--- config.mk ---
export PLATFORM = sky130hd
export DESIGN_NAME = ahb_fir_slave_fifo
export DESIGN_NICKNAME = d
export VERILOG_FILES = /design/src/rtl/ahb_fir_slave_fifo.sv
export SDC_FILE = /design/constraint.sdc
export NUM_CORES = 1
export LEC_CHECK = 0
export BUFFER_PORTS_ARGS = -buffer_cell sky130_fd_sc_hd__buf_2
export CAP_MARGIN = 20
export CELL_PAD_IN_SITES_DETAIL_PLACEMENT = 0
export CELL_PAD_IN_SITES_GLOBAL_PLACEMENT = 1
export CORE_MARGIN = 2
export CORE_UTILIZATION = 47
export CTS_BUF_LIST = sky130_fd_sc_hd__clkbuf_16
export CTS_CLUSTER_SIZE = 28
export DETAILED_ROUTE_END_ITERATION = 16
export GPL_TIMING_DRIVEN = 0
export PLACE_DENSITY = 0.82
export RECOVER_POWER = 100
export SETUP_SLACK_MARGIN = 0.4
export SLEW_MARGIN = 20
export SYNTH_ARGS = -nofsm -noshare
export SYNTH_HDL_FRONTEND = slang
export SYNTH_SLANG_ARGS = --single-unit
export TNS_END_PERCENT = 100
--- constraint.sdc ---
create_clock -name clk -period 3.7 [get_ports clk]
set_clock_uncertainty 0.2 [all_clocks]
set_input_delay 0.74 -clock clk [delete_from_list [all_inputs] [get_ports clk]]
set_output_delay 0.74 -clock clk [all_outputs]
set_load 0.05 [all_outputs]
--- src/rtl/ahb_fir_slave_fifo.sv ---
// ahb_fir_slave_fifo
// AHB-Lite slave that sits in front of the FIR filter. It holds the coefficient
// bank and a sample FIFO. It hands queued samples to the filter one at a time
// and sequences coefficient reloads with the coefficient loader.
//
// Ports
//   clk, n_rst            clock; synchronous active-low reset
//   hsel .. hwdata        AHB-Lite slave inputs (address phase and data phase)
//   hrdata, hresp         AHB-Lite data-phase read data and error response
//   fir_out               filter result, returned on RESULT reads
//   modwait, err          filter/loader busy flag and filter error flag
//   coefficient_num       coefficient index requested by the loader
//   sample_data           FIFO head that was last issued to the filter
//   data_ready            one-cycle strobe marking a newly issued sample
//   fir_coefficient       coefficient selected by coefficient_num
//   new_coefficient_set   high while a coefficient reload is running
//
// Register map (halfword addresses)
//   0 STATUS, 2 RESULT, 4 SAMPLE, 6+2i COEFF[i], 6+2*NUM_COEFF COEF_SET
module ahb_fir_slave_fifo #(
    parameter int NUM_COEFF  = 4,
    parameter int FIFO_DEPTH = 4,
    parameter int ADDR_WIDTH = 5
) (
    input  logic                         clk,
    input  logic                         n_rst,
    input  logic                         hsel,
    input  logic [1:0]                   htrans,
    input  logic [ADDR_WIDTH-1:0]        haddr,
    input  logic                         hsize,
    input  logic                         hwrite,
    input  logic [15:0]                  hwdata,
    output logic [15:0]                  hrdata,
    output logic                         hresp,
    input  logic [15:0]                  fir_out,
    input  logic                         modwait,
    input  logic                         err,
    input  logic [$clog2(NUM_COEFF)-1:0] coefficient_num,
    output logic [15:0]                  sample_data,
    output logic                         data_ready,
    output logic [15:0]                  fir_coefficient,
    output logic                         new_coefficient_set
);
    localparam int CW = $clog2(NUM_COEFF);
    localparam int PW = $clog2(FIFO_DEPTH);

    typedef logic [ADDR_WIDTH-1:0] addr_t;
    typedef logic [ADDR_WIDTH-2:0] idx_t;
    typedef logic [PW:0]           cnt_t;

    localparam addr_t A_COEF_SET = addr_t'(6 + 2 * NUM_COEFF);
    localparam idx_t  IDX_STATUS = idx_t'(0);
    localparam idx_t  IDX_RESULT = idx_t'(1);
    localparam idx_t  IDX_SAMPLE = idx_t'(2);
    localparam idx_t  IDX_COEF0  = idx_t'(3);
    localparam idx_t  IDX_CSET   = idx_t'(3 + NUM_COEFF);

    typedef enum logic [1:0] {S_IDLE, S_ISSUE, S_BUSY, S_DONE} s_state_t;
    typedef enum logic [1:0] {C_IDLE, C_PEND, C_LOAD, C_LAST} c_state_t;

    // Data-phase copy of the address-phase controls
    logic                  r_dp_valid;
    addr_t                 r_dp_addr;
    logic                  r_dp_size;
    logic                  r_dp_write;

    logic [15:0]           r_coeff [NUM_COEFF];
    logic [15:0]           r_fifo  [FIFO_DEPTH];
    logic [PW-1:0]         r_wr_ptr, r_rd_ptr;
    cnt_t                  r_count;
    logic [15:0]           r_last_sample;
    logic [15:0]           r_sample_data;
    logic                  r_data_ready;
    logic                  r_coef_set;
    logic                  r_new_coef_set;
    s_state_t              r_s_state;
    c_state_t              r_c_state;

    idx_t                  w_idx;
    logic                  w_is_status, w_is_result, w_is_sample, w_is_cset, w_is_coeff;
    logic                  w_err, w_wr_ok, w_rd_ok;
    logic                  w_empty, w_full, w_push, w_pop, w_busy, w_cset_start;
    logic [7:0]            w_wbyte;
    logic [15:0]           w_push_val, w_rdata, w_fir_coef;
    logic [NUM_COEFF-1:0]  w_coef_we;
    logic                  w_unused;

    assign w_unused = htrans[0];

    function automatic logic [15:0] f_merge(input logic [15:0] old_val, input logic [15:0] wdata,
                                            input logic size, input logic odd);
        if (size)     return wdata;
        else if (odd) return {wdata[15:8], old_val[7:0]};
        else          return {old_val[15:8], wdata[7:0]};
    endfunction

    always_ff @(posedge clk) begin
        if (!n_rst) begin
            r_dp_valid <= 1'b0;
            r_dp_addr  <= '0;
            r_dp_size  <= 1'b0;
            r_dp_write <= 1'b0;
        end else begin
            r_dp_valid <= hsel & htrans[1];
            r_dp_addr  <= haddr;
            r_dp_size  <= hsize;
            r_dp_write <= hwrite;
        end
    end

    // Decode happens in the data phase, off the registered address
    assign w_idx       = r_dp_addr[ADDR_WIDTH-1:1];
    assign w_is_status = (w_idx == IDX_STATUS);
    assign w_is_result = (w_idx == IDX_RESULT);
    assign w_is_sample = (w_idx == IDX_SAMPLE);
    assign w_is_cset   = (w_idx == IDX_CSET);
    assign w_is_coeff  = (w_idx >= IDX_COEF0) && (w_idx < IDX_CSET);

    assign w_empty = (r_count == '0);
    assign w_full  = (r_count == cnt_t'(FIFO_DEPTH));
    // Samples leave the FIFO only when the filter is idle and no reload is pending
    assign w_pop   = (r_s_state == S_IDLE) && !w_empty && !modwait && (r_c_state == C_IDLE);
    assign w_busy  = modwait | (r_c_state != C_IDLE) | !w_empty;

    assign w_err = r_dp_valid & ((r_dp_addr > A_COEF_SET)
                 | (r_dp_size & r_dp_addr[0])
                 | (r_dp_write & (w_is_status | w_is_result))
                 | (r_dp_write & w_is_sample & w_full & !w_pop)
                 | (r_dp_write & w_is_coeff & (r_c_state != C_IDLE)));
    assign w_wr_ok = r_dp_valid &  r_dp_write & !w_err;
    assign w_rd_ok = r_dp_valid & !r_dp_write & !w_err;

    assign w_wbyte    = r_dp_addr[0] ? hwdata[15:8] : hwdata[7:0];
    assign w_push_val = r_dp_size ? hwdata : (r_dp_addr[0] ? {w_wbyte, 8'h00} : {8'h00, w_wbyte});
    assign w_push     = w_wr_ok & w_is_sample;
    assign w_cset_start = w_wr_ok & w_is_cset & w_wbyte[0] & (r_c_state == C_IDLE);

    generate
        for (genvar gi = 0; gi < NUM_COEFF; gi++) begin : g_coef_we
            assign w_coef_we[gi] = w_wr_ok && (w_idx == idx_t'(3 + gi));
        end
    endgenerate

    always_ff @(posedge clk) begin
        if (!n_rst) begin
            for (int i = 0; i < NUM_COEFF; i++) r_coeff[i] <= '0;
        end else begin
            for (int i = 0; i < NUM_COEFF; i++)
                if (w_coef_we[i])
                    r_coeff[i] <= f_merge(r_coeff[i], hwdata, r_dp_size, r_dp_addr[0]);
        end
    end

    // FIFO storage is not cleared; emptiness is tracked by the count alone
    always_ff @(posedge clk) begin
        if (w_push) r_fifo[r_wr_ptr] <= w_push_val;
    end

    always_ff @(posedge clk) begin
        if (!n_rst) begin
            r_wr_ptr      <= '0;
            r_rd_ptr      <= '0;
            r_count       <= '0;
            r_last_sample <= '0;
        end else begin
            if (w_push) begin
                r_wr_ptr      <= r_wr_ptr + 1'b1;
                r_last_sample <= w_push_val;
            end
            if (w_pop) r_rd_ptr <= r_rd_ptr + 1'b1;
            if (w_push && !w_pop)      r_count <= r_count + 1'b1;
            else if (!w_push && w_pop) r_count <= r_count - 1'b1;
        end
    end

    always_ff @(posedge clk) begin
        if (!n_rst) begin
            r_s_state     <= S_IDLE;
            r_sample_data <= '0;
            r_data_ready  <= 1'b0;
        end else begin
            r_data_ready <= 1'b0;
            case (r_s_state)
                S_IDLE:  if (w_pop) begin
                             r_s_state     <= S_ISSUE;
                             r_sample_data <= r_fifo[r_rd_ptr];
                             r_data_ready  <= 1'b1;
                         end
                S_ISSUE: r_s_state <= S_BUSY;
                S_BUSY:  if (modwait)  r_s_state <= S_DONE;
                S_DONE:  if (!modwait) r_s_state <= S_IDLE;
                default: r_s_state <= S_IDLE;
            endcase
        end
    end

    always_ff @(posedge clk) begin
        if (!n_rst) begin
            r_c_state      <= C_IDLE;
            r_coef_set     <= 1'b0;
            r_new_coef_set <= 1'b0;
        end else begin
            case (r_c_state)
                C_IDLE:  if (w_cset_start) begin
                             r_c_state  <= C_PEND;
                             r_coef_set <= 1'b1;
                         end
                C_PEND:  if (r_s_state == S_IDLE) begin
                             r_c_state      <= C_LOAD;
                             r_new_coef_set <= 1'b1;
                         end
                C_LOAD:  if (coefficient_num == CW'(NUM_COEFF - 1) && modwait)
                             r_c_state <= C_LAST;
                C_LAST:  if (!modwait) begin
                             r_c_state      <= C_IDLE;
                             r_new_coef_set <= 1'b0;
                             r_coef_set     <= 1'b0;
                         end
                default: r_c_state <= C_IDLE;
            endcase
        end
    end

    // Reads see registers already updated by the previous data phase,
    // which gives write-then-read forwarding without a bypass path
    always_comb begin
        w_rdata = '0;
        if (w_is_status)      w_rdata = {5'b0, w_empty, w_full, err, 7'b0, w_busy};
        else if (w_is_result) w_rdata = fir_out;
        else if (w_is_sample) w_rdata = r_last_sample;
        else if (w_is_cset)   w_rdata = {15'b0, r_coef_set};
        for (int i = 0; i < NUM_COEFF; i++)
            if (w_idx == idx_t'(3 + i)) w_rdata = r_coeff[i];
    end

    always_comb begin
        w_fir_coef = '0;
        for (int i = 0; i < NUM_COEFF; i++)
            if (coefficient_num == CW'(i)) w_fir_coef = r_coeff[i];
    end

    assign hrdata              = w_rd_ok ? w_rdata : 16'h0000;
    assign hresp               = w_err;
    assign sample_data         = r_sample_data;
    assign data_ready          = r_data_ready;
    assign fir_coefficient     = w_fir_coef;
    assign new_coefficient_set = r_new_coef_set;
endmodule

* Yosys cells after proc, flatten, opt, wreduce, memory -nomap -nowiden *
Memories as Yosys holds them, arrays and structs flattened. A register that Yosys moved wholly into a read port is not among the register bits.
Index checks and enable logic that the tools add are counted.
Widths: inputs -> output; s select.

word-level totals
  memory bits (writable) = 128
  bits of input ports = 48
  output and inout bits = 51
  register bits = 38
  memories = 2

cells by class
  $add $sub $neg = 4
  bitwise gates (word level) = 28
  equal/unequal tests = 24
  muxes and demuxes = 67
  $lt $le $gt $ge = 3
  reduce and logical (&&, ||, !) cells = 33

memory list
  name     depth  bits a word  read ports  clocked after memory_dff  write ports  line  text
  r_coeff  4      16           4           0                         4            67    logic [15:0] r_coeff [NUM_COEFF];
  r_fifo   4      16           1           1                         1            68    logic [15:0] r_fifo [FIFO_DEPTH];

operators by type and width
  cell                 count
  $mux 16              34
  $mux 1               20
  $and 1x1->1          17
  $eq 4x3->1 const B   4
  $pmux 2 s4           2
  $ne 2x2->1 const B   7
  $eq 2x2->1 const B   6
  $mux 2               6
  $logic_and 1x1->1    11
  $or 1x1->1           11
  $reduce_and 3->1     3
  $eq 4x2->1 const B   2
  $mux 8               1
  $reduce_bool 2->1    4
  $logic_not 1->1      7
  $eq 2x1->1 const B   3
  $logic_not 2->1      3
  $mux 3               2
  $gt 5x4->1 const B   1
  $add 2x1->2 const B  2
  $eq 4x1->1 const B   1
  $ge 4x2->1 const B   1
  $logic_not 4->1      1
  $lt 4x3->1 const B   1
  other kinds (7)      9

* Longest topological paths before layout *
Gate-level depths: netlist of the first run.

  word-level depth = 17
  gate-level depth with buffers = 13
  gate-level depth less buffers = 12

* Worst setup path before layout of the first run *
No wires, ideal clock.

  path type = flip-flop to output port
  start point = register r_dp_addr[2]
  end point = output hrdata[10]
  setup slack = 0.311 ns
  arrival = 2.449 ns
  cell stages (with the launch flop) = 7
  required time = 2.760 ns
  cell sequence = dfxtp_1 > buf_2 > nor2b_1 > and3_1 > clkbuf_1 > a221oi_1 > a221oi_1

on the way
  cells in the longest elaborated chain, start to end = 10
  elaborated cells on any way between the ends = 33

RTL lines
  item                                                                line  text
  from (decl)                                                         63    addr_t r_dp_addr;
  from (signal assigned)                                              105   r_dp_addr <= haddr;
  parallel branches: the longest is 9 deep, another holds $gt 5x4->1  --
  $mux 16 (*)                                                         242   assign hrdata = w_rd_ok ? w_rdata : 16'h0000;
  to (decl)                                                           33    output logic [15:0] hrdata,

Every way passes the cells marked *.

* Worst setup path in the final report of the first run *
  start point = register r_dp_addr[4]
  end point = output hrdata[15]

Same word-level chain as after synthesis.

==> flow_results.org, run 1 <==
** Run status
- Result of the run :: finished, final reports clean

** Synth
- The most used flip-flop cell after synthesis is sky130_fd_sc_hd__edfxtp_1.
- Synthesized area per cell :: 12.27 µm²
- Number of enable flip-flop cells after synthesis :: roughly 130
- The portion of synthesized area spent on multiplexers is 9.864%.
- Synthesis produced about 680 cells.
- Number of synthesized register bits :: 182
- Largest area contributor in the netlist :: sky130_fd_sc_hd__edfxtp_1
- Share of synthesized cell area in full adder, half adder and majority cells :: 2.353%
- After synthesis, the largest family of logic cells by area is simple AND/OR/NAND/NOR gates.
- Proportion of netlist area held by the largest area contributor :: 46.33%
- For this run, the number of Yosys warnings is 0.
- After synthesis the cells add up to 8295 µm².
- Distinct cell type count of the synthesized netlist :: 59
- After synthesis, the cell types taking the most area are sky130_fd_sc_hd__edfxtp_1 (46%), sky130_fd_sc_hd__dfxtp_1 (13%), sky130_fd_sc_hd__mux4_2 (8.7%), sky130_fd_sc_hd__nand2_1 (3.5%), sky130_fd_sc_hd__nor2_1 (3.4%).
- Area share of xor/xnor cells in the synthesized design :: 0.8597%
- For this run, asynchronously set or reset flops after synthesis account for 0%.
- Summing the areas of all and, or, nand and nor instances in the mapped netlist gives 12.26% of the synthesized area.
- After synthesis, flip-flops and latches occupy around three fifths of the total area.
- Post-synthesis net count :: 739
- Fraction of the mapped netlist area in compound gates :: 10.90%

** Final layout
- Diodes inserted :: 0
- Leaving out fill and tap cells, the most frequent cell in the layout is sky130_fd_sc_hd__edfxtp_1.
- Layout area overhead :: 17.69%
- Commonest cells after routing, fill and taps aside :: sky130_fd_sc_hd__edfxtp_1 (128), sky130_fd_sc_hd__nand2_1 (81), sky130_fd_sc_hd__nor2_1 (75)
- Share of final-layout standard cells stronger than drive strength 1 :: 21.36%
- For this run, the share of the core covered by cells in the final layout is 56.45%.
- After the last flow step, the layout net total stands at between 800 and 900.

** Clock network
- Hold-fix buffer count after cts :: 0
- The H-tree was split into 4 levels.
- Clock latency on the worst-skew pair, taken at its later pin, is 430 ps.
- Number of buffers created by CTS :: 17
- Cell at the root of the clock tree :: sky130_fd_sc_hd__clkbuf_16
- Max Root-Sink Buffers :: 2
- TritonCTS built the clock tree.
- The clock drives 182 sinks.
- Clock edge transition at the registers on the reported setup and hold paths :: about 70 ps

** Drt
- Remaining number of nets flagged by the antenna check after routing :: 0
- Average wire length per cell after detail routing :: about 21 µm
- Post-detailed-route DRC marker count :: 0
- Vias :: a little over 6000
- Routed Wire Length :: 21.82 mm
- Using the TritonRoute via totals, the vias-per-cell ratio works out to 5.834.
- Number of violations reported at the end of detailed-routing iteration 0 :: 641
- Before antenna repair, the detailed router went through 5 iterations.

** Floorplanning
- The die is 136.9 µm tall.
- In this run the horizontal extent of the chip is 136.9 µm.
- The total area inside the core boundary comes to 17300 µm².
- between 90 and 100 I/O pins were placed.
- Once the floorplan was initialized, standard cells occupied 47.96% of the core.
- Standard-cell rows :: 48
- Area of the die :: 18730 µm²

** Run
- Max-capacitance violation count :: 0

** STA
- Headroom to the max-slew limit came out at 19.04%.
- Total setup violations reported at the end of the flow :: 0
- For the pin with the worst max-slew slack, the measured transition is 1214 ps.
- Timing would allow up to 0.2925 GHz.
- Final min period :: 3419 ps
- Hold is met by 256.2 ps.
- Fin. max-slew vios :: 0
- Share of the clock period used by the worst path after layout :: 92.41%
- Setup repair after global routing left no endpoint under its margin.
- The final count of hold timing violations was 0.

** Setup path
- On the worst path, the slowest cell contributes a delay of approximately 500 ps.
- The worst setup path is captured at a primary output.
- CP cell instances :: inv_2, nand2_1, nor3_4, buf_4, buf_4, a22oi_1, a31oi_1, clkbuf_1
- WP data arrival :: 2480 ps
- For this design, the slowest cell found on the critical path is sky130_fd_sc_hd__clkbuf_1.
- In this run the worst path has a maximum fanout of 6.
- Register-to-register setup slack :: 330 ps
- Among the stages of the critical path, the cell type that occurs most often is sky130_fd_sc_hd__buf_4.
- The critical path in this run is classified as flip-flop to primary output.
- CP required :: 2760 ps
- Critical Path Source Type :: flip-flop

** Pwr
- Leakage Power :: 3.503 nW
- Clk network pwr share :: 33.9%
- Power spread over the standard cell area amounts to 544.7 nW/µm².
- Worst ir drop on vdd :: 0.0003305 V
- Total Power :: 0.005318 W
- Internal power comes to 0.003643 W.
- The share of total power dissipated in combinational logic is 21.6%.
- Switching Fraction :: 31.50%
- Share of power burned in registers :: 44.5%
- Power spent charging and discharging nets :: 0.001675 W

** Global routing
- Global routing used 24.20% of the available tracks across all layers.
- Vias in the first global route :: just over 6000
- The initial antenna violation count is 0.
- The first global-routing pass estimated 33.15 mm of wire.
- Overflow left after global routing :: 0
- Pin count of the biggest net entering global routing :: 19

** Min path
- Worst hold path class :: flip-flop to flip-flop

** Place
- The count of buffers added on input and output ports is 94.
- Routability-driven placement finished with a final weighted congestion of 0.9114.
- After legalization and detailed placement, the total HPWL measured between 15 and 20 mm.
==> power by group through the flow <==
stage	registers (W)	logic [W]	clock network, W
final	0.00237	0.00115	0.00180
after CTS	0.00237	0.00116	0.00182
after global placement	0.00240	0.00108	0
after detailed placement	0.00241	0.00110	0
after floorplan	0.00256	0.000662	0
after global routing	0.00238	0.00124	0.00189
==> path summary, 6_finish.rpt <==
check,to,depth (start not counted),start
max,hrdata[15],8,r_dp_addr[4]$_SDFF_PN0_
min,sample_data[2]$_SDFFE_PN0P_,2,sample_data[2]$_SDFFE_PN0P_
max reg2reg,r_coeff[3][2]$_SDFFCE_PN0P_,7,r_c_state[0]$_SDFFE_PN0P_
min reg2reg,sample_data[2]$_SDFFE_PN0P_,2,sample_data[2]$_SDFFE_PN0P_
==> logic make-up (layout without fill, tap and decap cells) <==
kind of cell / after synthesis / in the layout
flip-flops: 182 / 182
adder cells (fa/ha/maj): 15 / 15
buffers and inverters: 80 / 214
AND/OR/NAND/NOR: 227 / 227
AO/OA/AOI/OAI: 126 / 126
XOR/XNOR: 6 / 6
multiplexers: 40 / 40
==> synth_stat cells, types with 2 or more instances <==
cell type	instances
sky130_fd_sc_hd__edfxtp_1	128
sky130_fd_sc_hd__nand2_1	77
sky130_fd_sc_hd__nor2_1	76
sky130_fd_sc_hd__dfxtp_1	54
sky130_fd_sc_hd__mux4_2	32
sky130_fd_sc_hd__inv_1	31
sky130_fd_sc_hd__a21oi_1	29
sky130_fd_sc_hd__a22oi_1	25
sky130_fd_sc_hd__clkbuf_1	23
sky130_fd_sc_hd__nand3_1	21
sky130_fd_sc_hd__ha_1	14
sky130_fd_sc_hd__and2_1	13
sky130_fd_sc_hd__o31ai_1	13
sky130_fd_sc_hd__a22o_1	12
sky130_fd_sc_hd__a31oi_1	12
sky130_fd_sc_hd__buf_2	12
sky130_fd_sc_hd__o21ai_0	12
sky130_fd_sc_hd__nor2b_1	8
sky130_fd_sc_hd__buf_6	6
sky130_fd_sc_hd__mux2i_1	6
sky130_fd_sc_hd__and3_1	5
sky130_fd_sc_hd__nand4_1	5
sky130_fd_sc_hd__buf_1	4
sky130_fd_sc_hd__nand2_2	4
sky130_fd_sc_hd__nand2b_1	4
sky130_fd_sc_hd__nor3_1	4
sky130_fd_sc_hd__xor2_1	4
sky130_fd_sc_hd__a211oi_1	3
sky130_fd_sc_hd__a221oi_1	3
sky130_fd_sc_hd__inv_2	3
sky130_fd_sc_hd__or3_1	3
sky130_fd_sc_hd__a21o_1	2
sky130_fd_sc_hd__a222oi_1	2
==> worst max-delay path, delay by kind of cell (launching register included) <==
kind / cells / cell delay, ps
buffers and inverters: 4 / 950
DFF: 1 / 400
and+or+nand+nor: 2 / 440
AOI/OAI and AO/OA: 2 / 250
==> sequential cells by signal, indices dropped and copies added, names as in the netlist <==
name,flops
r_fifo,64
r_wr_ptr,2
r_coef_set,1
r_count,3
new_coefficient_set,1
r_dp_write,1
r_coeff,64
data_ready,1
r_last_sample,16
r_rd_ptr,2
sample_data,16
r_dp_size,1
r_s_state,2
r_c_state,2
r_dp_valid,1
r_dp_addr,5
==> cell type report <==
type / instances / area [µm²]
inverter: 34 / 132.6
timing repair buffer: 102 / 488.0
tap: 225 / 281.5
fill: 1472 / 7533
clock inverter: 15 / 165.2
clock buffer: 17 / 425.4
buffer: 46 / 264.0
multi-input combinational: 414 / 3080
sequential: 182 / 4926
==> metrics by stage <==
step	setup TNS [ps]	instances	instance area, µm²	worst slack [ps]
5_1_grt	0	1035	9763	205.6
3_5_place_dp	-70.43	996	9061	-49.59
6_report	0	1035	9763	280.9
2_1_floorplan	0	676	8302	486.5
3_3_place_gp	-12240	995	9054	-293.7
4_1_cts	0	1033	9829	401.8
==> what timing repair did <==
action,CTS,global route
endpoints found under the hold margin,0,0
setup endpoints to repair,74,64
pin swaps,4,5
setup buffers,5,2
gates resized for setup,43,25
==> per-layer routing <==
metal	track usage, %	part of all wire, %
met1	32.12	40
met2	38.89	48
met3	4.556	8.5
met4	10.88	3.1
met5	0	0
No activity file was read; power rests on OpenSTA's default activity.
==> run 2: changes to the inputs <==
==> constraint.sdc (replaced) <==
create_clock -name clk -period 3.7 [get_ports clk]
set_clock_uncertainty 0.2 [all_clocks]
set_input_delay 0.555 -clock clk [delete_from_list [all_inputs] [get_ports clk]]
set_output_delay 0.555 -clock clk [all_outputs]
set_load 0.05 [all_outputs]
==> run 2 against run 1 <==
- routed wire length is 3.5% higher
- power is 0.77% lower
- count of clock-buffer cells in the layout unchanged
- global-route usage increased by 0.48 points
- sequential share of layout area increased by 0.27 points
- largest cell class unchanged
- register-to-register slack got worse by 30 ps
- flip-flop and latch count unchanged
- via count about the same
==> flow_results.org, run 2 (same netlist as run 1, synthesis figures left out) <==
** Drt
- Routed Wire Length :: ~23 mm
- In this run, the number of DRC markers left after iteration 0 of detailed routing was 618.
- After detailed routing, the number of remaining DRC violations is 0.
- Vias :: 6033
- Once detail routing completed, the nets flagged for antenna violations numbered 0.
- The first TritonRoute pass finished after 6 iterations.
- After detailed routing, the average wire length per cell comes to between 20 and 25 µm.
- Via count normalized by instance count :: 5.835

** Floorplanning
- Standard-cell rows :: 48
- From left edge to right edge, the die measures 136.9 µm.
- Total core area :: 17300 µm²
- Die height :: 136.9 µm
- The initial utilization of the core area, before any placement, comes to 47.96%.
- Pin placement for this block handled 99 I/O pins.
- The die covers 18730 µm².

** Final layout
- After filler insertion, the fill cell instance count of the layout stands at 1495.
- Once layout is done, the placed cells without fillers occupy roughly 9700 µm².
- Diodes inserted :: 0
- Layout area overhead :: 17.03%
- In the final design database the tool counted 859 nets.
- In the final layout, the share of cells above drive strength 1 is 21.14%.
- Leaving out fill and tap cells, the most frequent cells in the layout are sky130_fd_sc_hd__edfxtp_1 (128), sky130_fd_sc_hd__nand2_1 (81), sky130_fd_sc_hd__nor2_1 (75).
- Most common cell after layout, fill and taps aside :: sky130_fd_sc_hd__edfxtp_1
- In the final layout, the registers with the most flip-flops are r_coeff (64), r_fifo (64).
- For this run, the number of standard cells in the final layout without fillers is 1034.

** Clock network
- TritonCTS built the clock tree.
- Counting every sink on the clock net gives between 150 and 200.
- The H-tree generated during clock tree synthesis spans 4 levels.
- Clock edge transition at the registers on the reported setup and hold paths :: roughly 70 ps
- Cell at the root of the clock tree :: sky130_fd_sc_hd__clkbuf_16
- The longest clock path from root to sink contains 2 buffers.
- TritonCTS created 17 clock buffers.
- Skew-Pair Late Insertion Delay :: 440 ps

** Pwr
- Across the VDD grid, the largest voltage drop is about 0.00036 V.
- Overall power consumption after layout is estimated at 0.005277 W.
- In this run the static leakage power is about 3.5 nW.
- For this design the ratio of total power to cell area is roughly 540 nW/µm².

** Global routing
- Initial antenna violation count :: 0
- Entering global routing, the biggest net connects 18 pins.
- Global routing used between 20% and 30% of the available tracks.
- Vias in the first global route :: 6062
- The first global-routing pass estimated between 30 and 40 mm of wire.
- Global routing finished with a remaining overflow of 0.

** STA
- Setup repair after global routing missed its margin :: yes
- In this run the tightest slew margin relative to its limit is between 10% and 20%.
- Final min period :: 3438 ps
- For this run, the top clock speed supported by timing is 0.2909 GHz.
- Share of the clock period used by the worst path after layout :: 92.91%
- Count of endpoints failing hold in the final timing report :: 0
- Fin. max-slew vios :: 0
- Slew at the pin closest to its max-slew limit :: 1284 ps
- Setup violations remaining at the end of the flow were counted as 0.
- Summed over all failing endpoints, the final setup total negative slack is 0 ps.

** Min path
- The min-delay analysis places its worst path in the category input pin to flip-flop.

** Setup path
- In this run the worst path has a maximum fanout of 10.
- The worst setup path is of the flip-flop to primary output kind.
- CP bufs+invs :: 4
- Traced cell by cell, the critical path runs through clkbuf_4, nor2b_2, and3_1, clkbuf_2, clkbuf_2, a22oi_1, a31oi_2, clkbuf_2.
- For this design, the slowest cell found on the critical path is sky130_fd_sc_hd__clkbuf_2.
- CP required :: 2940 ps
- The worst setup path is captured at a primary output.
- For the worst setup path, the data arrival time is 2680 ps.
- Critical Path Source Type :: flip-flop
- Kind of cell with the highest combined delay on the critical path :: buffers and inverters
- Delay of the slowest cell on the worst path :: around 350 ps
- CP dominant cell by count :: sky130_fd_sc_hd__clkbuf_2

** Place
- IO buf count :: 94
- Final HPWL DP :: between 15 and 20 mm
- The placed instances occupy a cell area of 9070 µm².
- Routability congestion estimate :: 0.8986
- Placed cells :: approximately 1000

** Run
- Max-capacitance violation count :: 0

** Run status
- The run finished with clean final reports.
-- run 2: per-layer routing --
layer	part of all wire [%]	up-vias	wire [µm]	global-route usage, %
li1	-	2737	-	-
met3	7.9	45	1775	5.111
met5	0	-	0	0
met1	41	2951	9188	32.05
met2	49	300	10980	40.36
met4	2.8	0	631	10.60
-- run 2: where the power goes --
group	switching [W]	internal (W)
clock network	0.000822	0.000942
registers	0.0000766	0.00229
logic	0.000753	0.000393
total	0.00165	0.00363
-- run 2: area by class of cell --
class	count	area [µm²]	area share, %
Sequential cell	182	4925	50.73
Multi-Input combinational cell	414	3079	31.72
Timing Repair Buffer	101	494.2	5.091
Clock buffer	17	425.4	4.382
Tap cell	225	281.5	2.900
Buffer	46	226.5	2.333
Clock inverter	15	143.9	1.482
Inverter	34	132.6	1.366
-- run 2: worst register-to-register path: cells and delay by family (launching register included) --
family / cells / cell delay [ps]
AND/OR/NAND/NOR: 3 / 700
buffers and inverters: 2 / 440
flip-flops: 1 / 340
adder cells (fa/ha/maj): 1 / 280
AO/OA/AOI/OAI: 2 / 1150
-- run 2: worst paths after layout --
kind	to	start	slack, ps	depth (start not counted)
worst max-delay path	hrdata[14]	r_dp_addr[2]$_SDFF_PN0_	260	8
worst min-delay path	r_dp_addr[0]$_SDFF_PN0_	haddr[0]	130	2
worst max register to register	r_coeff[2][1]$_SDFFCE_PN0P_	r_c_state[1]$_SDFFE_PN0P_	300	8
worst min register to register	r_last_sample[10]$_SDFFE_PN0P_	r_last_sample[10]$_SDFFE_PN0P_	250	2
-- run 2: timing repair --
| action | CTS | global route |
|---|---|---|
| pin swaps | 0 | 2 |
| gates resized for setup | 26 | 24 |
| hold buffers | 0 | 0 |
| gates cloned | 0 | 0 |
| setup endpoints to repair | 61 | 46 |
| buffers inserted | 0 | 4 |
-- run 2: stage by stage --
stage                     hold slack [ps]  util [%]  worst slack [ps]
after global placement              240.0     52.31            -177.3
after global routing                134.1     56.13             159.4
after floorplan                     231.7         -             495.8
after CTS                           118.1     56.20             376.4
after detailed placement            244.5     52.44             128.5
final                               126.0     56.13             262.2
==> run 3: changes to the inputs <==
--- a/config.mk
+++ b/config.mk
@@ -14,7 +14,6 @@
 export CTS_BUF_LIST = sky130_fd_sc_hd__clkbuf_16
 export CTS_CLUSTER_SIZE = 28
 export DETAILED_ROUTE_END_ITERATION = 16
-export GPL_TIMING_DRIVEN = 0
 export PLACE_DENSITY = 0.82
 export RECOVER_POWER = 100
 export SETUP_SLACK_MARGIN = 0.4
==> run 3 against run 2 <==
- the flow now finishes with violations (max-capacitance violations, max-slew violations)
- fmax is 0.23% higher
- power is 1.0% higher
- first-iteration DRC count is 3.7% lower
- critical path type unchanged
==> flow_results.org, run 3 (same netlist as run 1, synthesis figures left out) <==
** Run status
- Violated checks :: max-capacitance violations, max-slew violations
- Result of the run :: finished, violations left

** STA
- Share of the clock period used by the worst path after layout :: 92.70%
- The final number of max-transition violations was 37.
- Setup repair after global routing missed its margin :: yes
- In the final timing run, aggregate negative setup slack is 0 ps.
- For the pin with the worst max-slew slack, the measured transition is 1646 ps.
- Setup violations remaining at the end of the flow were counted as 0.
- Headroom to the max-slew limit came out at -9.705%.
- The final count of hold timing violations is 0.
- Counting I/O delays and the setup requirement, the final critical path takes 3430 ps.
- Peak Freq :: approximately 0.29 GHz

** Setup path
- Crit-path max FO :: 13
- Worst Reg2Reg Path Length in Cells :: 8
- Reg2reg end :: r_coeff[3][9]$_SDFFCE_PN0P_
- Register-to-register setup slack :: about 420 ps
- Launching point of the worst reg2reg path :: r_c_state[1]$_SDFFE_PN0P_
- The largest single stage delay on the critical path is around 490 ps.
- Startpoint-to-endpoint class of the critical path :: flip-flop to primary output
- CP required :: 2940 ps
- Launching instance or port of the critical path :: r_c_state[1]$_SDFFE_PN0P_
- Slowest stage cell on the critical path :: sky130_fd_sc_hd__clkbuf_1
- Critical Path Source Type :: flip-flop
- Endpoint class of the critical path :: primary output
- CP cell instances :: inv_1, ha_4, o311ai_2, nor2_1, nand3_2, buf_4, a31oi_1, clkbuf_1
- At the worst endpoint, the arrival time is 2670 ps.

** Clock network
- Max Root-Sink Buffers :: 2
- Clock latency on the worst-skew pair, taken at its later pin, is 430 ps.
- For this design, the sink count on the clock tree is 182.
- CTS built an H-tree with a depth of 4.
- Cell at the root of the clock tree :: sky130_fd_sc_hd__clkbuf_16
- TritonCTS built the clock tree.
- Buffers added to address setup during post-CTS repair amount to 0.
- After clock tree synthesis, the clock-pin slew on the worst setup and hold paths is 70 ps.
- Number of buffers created by CTS :: 17

** Global routing
- Vias in the first global route :: 5836
- Initial antenna violation count :: 0
- Overflow left after global routing :: 0
- Global Route Usage Sum :: a little under a quarter
- Pin count of the biggest net entering global routing :: 46
- First-pass GRT wire length :: roughly 33 mm

** Pwr
- In this run the static leakage power is 3.409 nW.
- Power per unit of standard cell area :: approximately 560 nW/µm²
- IR analysis of the VDD net gives a maximum drop of around 0.0003 V.

** Final layout
- Layout area overhead :: 15.64%
- Diodes inserted :: 0
- The library cell used most frequently in the layout, excluding fill and tap cells, is sky130_fd_sc_hd__edfxtp_1.
- Fin nets :: 840
- Non-filler cells, final :: 1015
- Largest registers :: r_coeff (64), r_fifo (64)
- Commonest cells after routing, fill and taps aside :: sky130_fd_sc_hd__edfxtp_1 (128), sky130_fd_sc_hd__nand2_1 (80), sky130_fd_sc_hd__nor2_1 (76)
- Share of final-layout standard cells stronger than drive strength 1 :: 20.00%

** Floorplanning
- The die is 136.9 µm tall.
- Starting utilization of the core area :: 47.96%
- Die Span X :: 136.9 µm
- The initialized floorplan defines 48 standard-cell rows.
- The total area inside the core boundary comes to 17300 µm².
- Number of top-level pins :: 99
- Area of the die :: 18730 µm²

** Drt
- Vias :: 5935
- Remaining number of nets flagged by the antenna check after routing :: 0
- Routed Wire Length :: 21.32 mm
- Number of violations reported at the end of detailed-routing iteration 0 :: 595
- Dividing the detail-routed via count by the number of cells gives 5.847.
- In the routed design, unresolved DRC markers number 0.
- Average wire length per cell after detail routing :: 21.00 µm
- The first TritonRoute pass finished after 5 iterations.

** Min path
- The worst hold path was traced through 2 stages.
- The startpoint identified for the worst hold timing path is haddr[1].
- The path class of the tightest hold or removal check is input pin to flip-flop.
- The worst hold path terminates at r_dp_addr[1]$_SDFF_PN0_.

** Place
- Including well taps, the total number of placed cells is 983.
- Routability-driven placement finished with a final weighted congestion of 0.8375.
- During placement, the flow inserted port buffers numbering 97.
- Final HPWL DP :: 14.53 mm

** Run
- Max-capacitance violation count :: 1
## run 3: timing repair
action | in CTS | in global routing
setup endpoints to repair | 17 | 17
hold buffers | 0 | 0
gates resized for setup | 12 | 8
## run 3: cell type report
cell class	count	area, µm²
clock buffer	18	450.4
clock inverter	14	163.9
fill	1461	7704
inverter	34	127.6
multi-input combinational	414	3028
sequential	182	4930
tap	225	281.5
timing repair buffer	128	611.8
## run 3: worst max path at each step
stage / slack [ps] / cells after the start / endpoint
floorplan: 500 / 6 / hrdata[10]
global placement: 520 / 12 / r_count[2]$_SDFFE_PN0P_
detailed placement: 370 / 12 / r_count[2]$_SDFFE_PN0P_
CTS: 370 / 7 / hrdata[11]
global route: 200 / 8 / hrdata[1]
finish: 270 / 8 / hrdata[1]
## run 3: report_power, final
part	switching, W	leakage (nW)	internal [W]
logic	0.000724	1.45	0.000368
registers	0.0000817	1.67	0.00229
clock network	0.000813	0.294	0.00105
total	0.00162	3.41	0.00371
## run 3: worst max-delay path: cells and delay by family, from the launching register on
family                   cells  cell delay [ps]
AO/OA/AOI/OAI                2              360
adder cells (fa/ha/maj)      1              220
buffers and inverters        3              910
flip-flops                   1              340
AND/OR/NAND/NOR              2              410
## run 3: through the flow
stage	worst slack, ps	hold WS [ps]	area (µm²)	util, %	power, W
3_3_place_gp	518.5	241.2	9059	52.37	0.003473
3_5_place_dp	367.1	243.2	9059	52.37	0.003514
6_report	270.1	130.6	9593	55.46	0.005330
2_1_floorplan	495.8	231.7	8295	-	0.003222
5_1_grt	197.4	126.3	9593	55.46	0.005531
4_1_cts	369.3	114.1	9704	56.11	0.005373
## run 3: metal layers
layer / track usage [%] / share of wire (%) / vias up / routed length (µm)
met3: 5.259 / 7.8 / 45 / 1657
met4: 8.190 / 2.3 / 0 / 498
met5: 0 / 0 / - / 0
li1: - / - / 2697 / -
met2: 39.44 / 50 / 267 / 10560
met1: 31.24 / 40 / 2926 / 8607
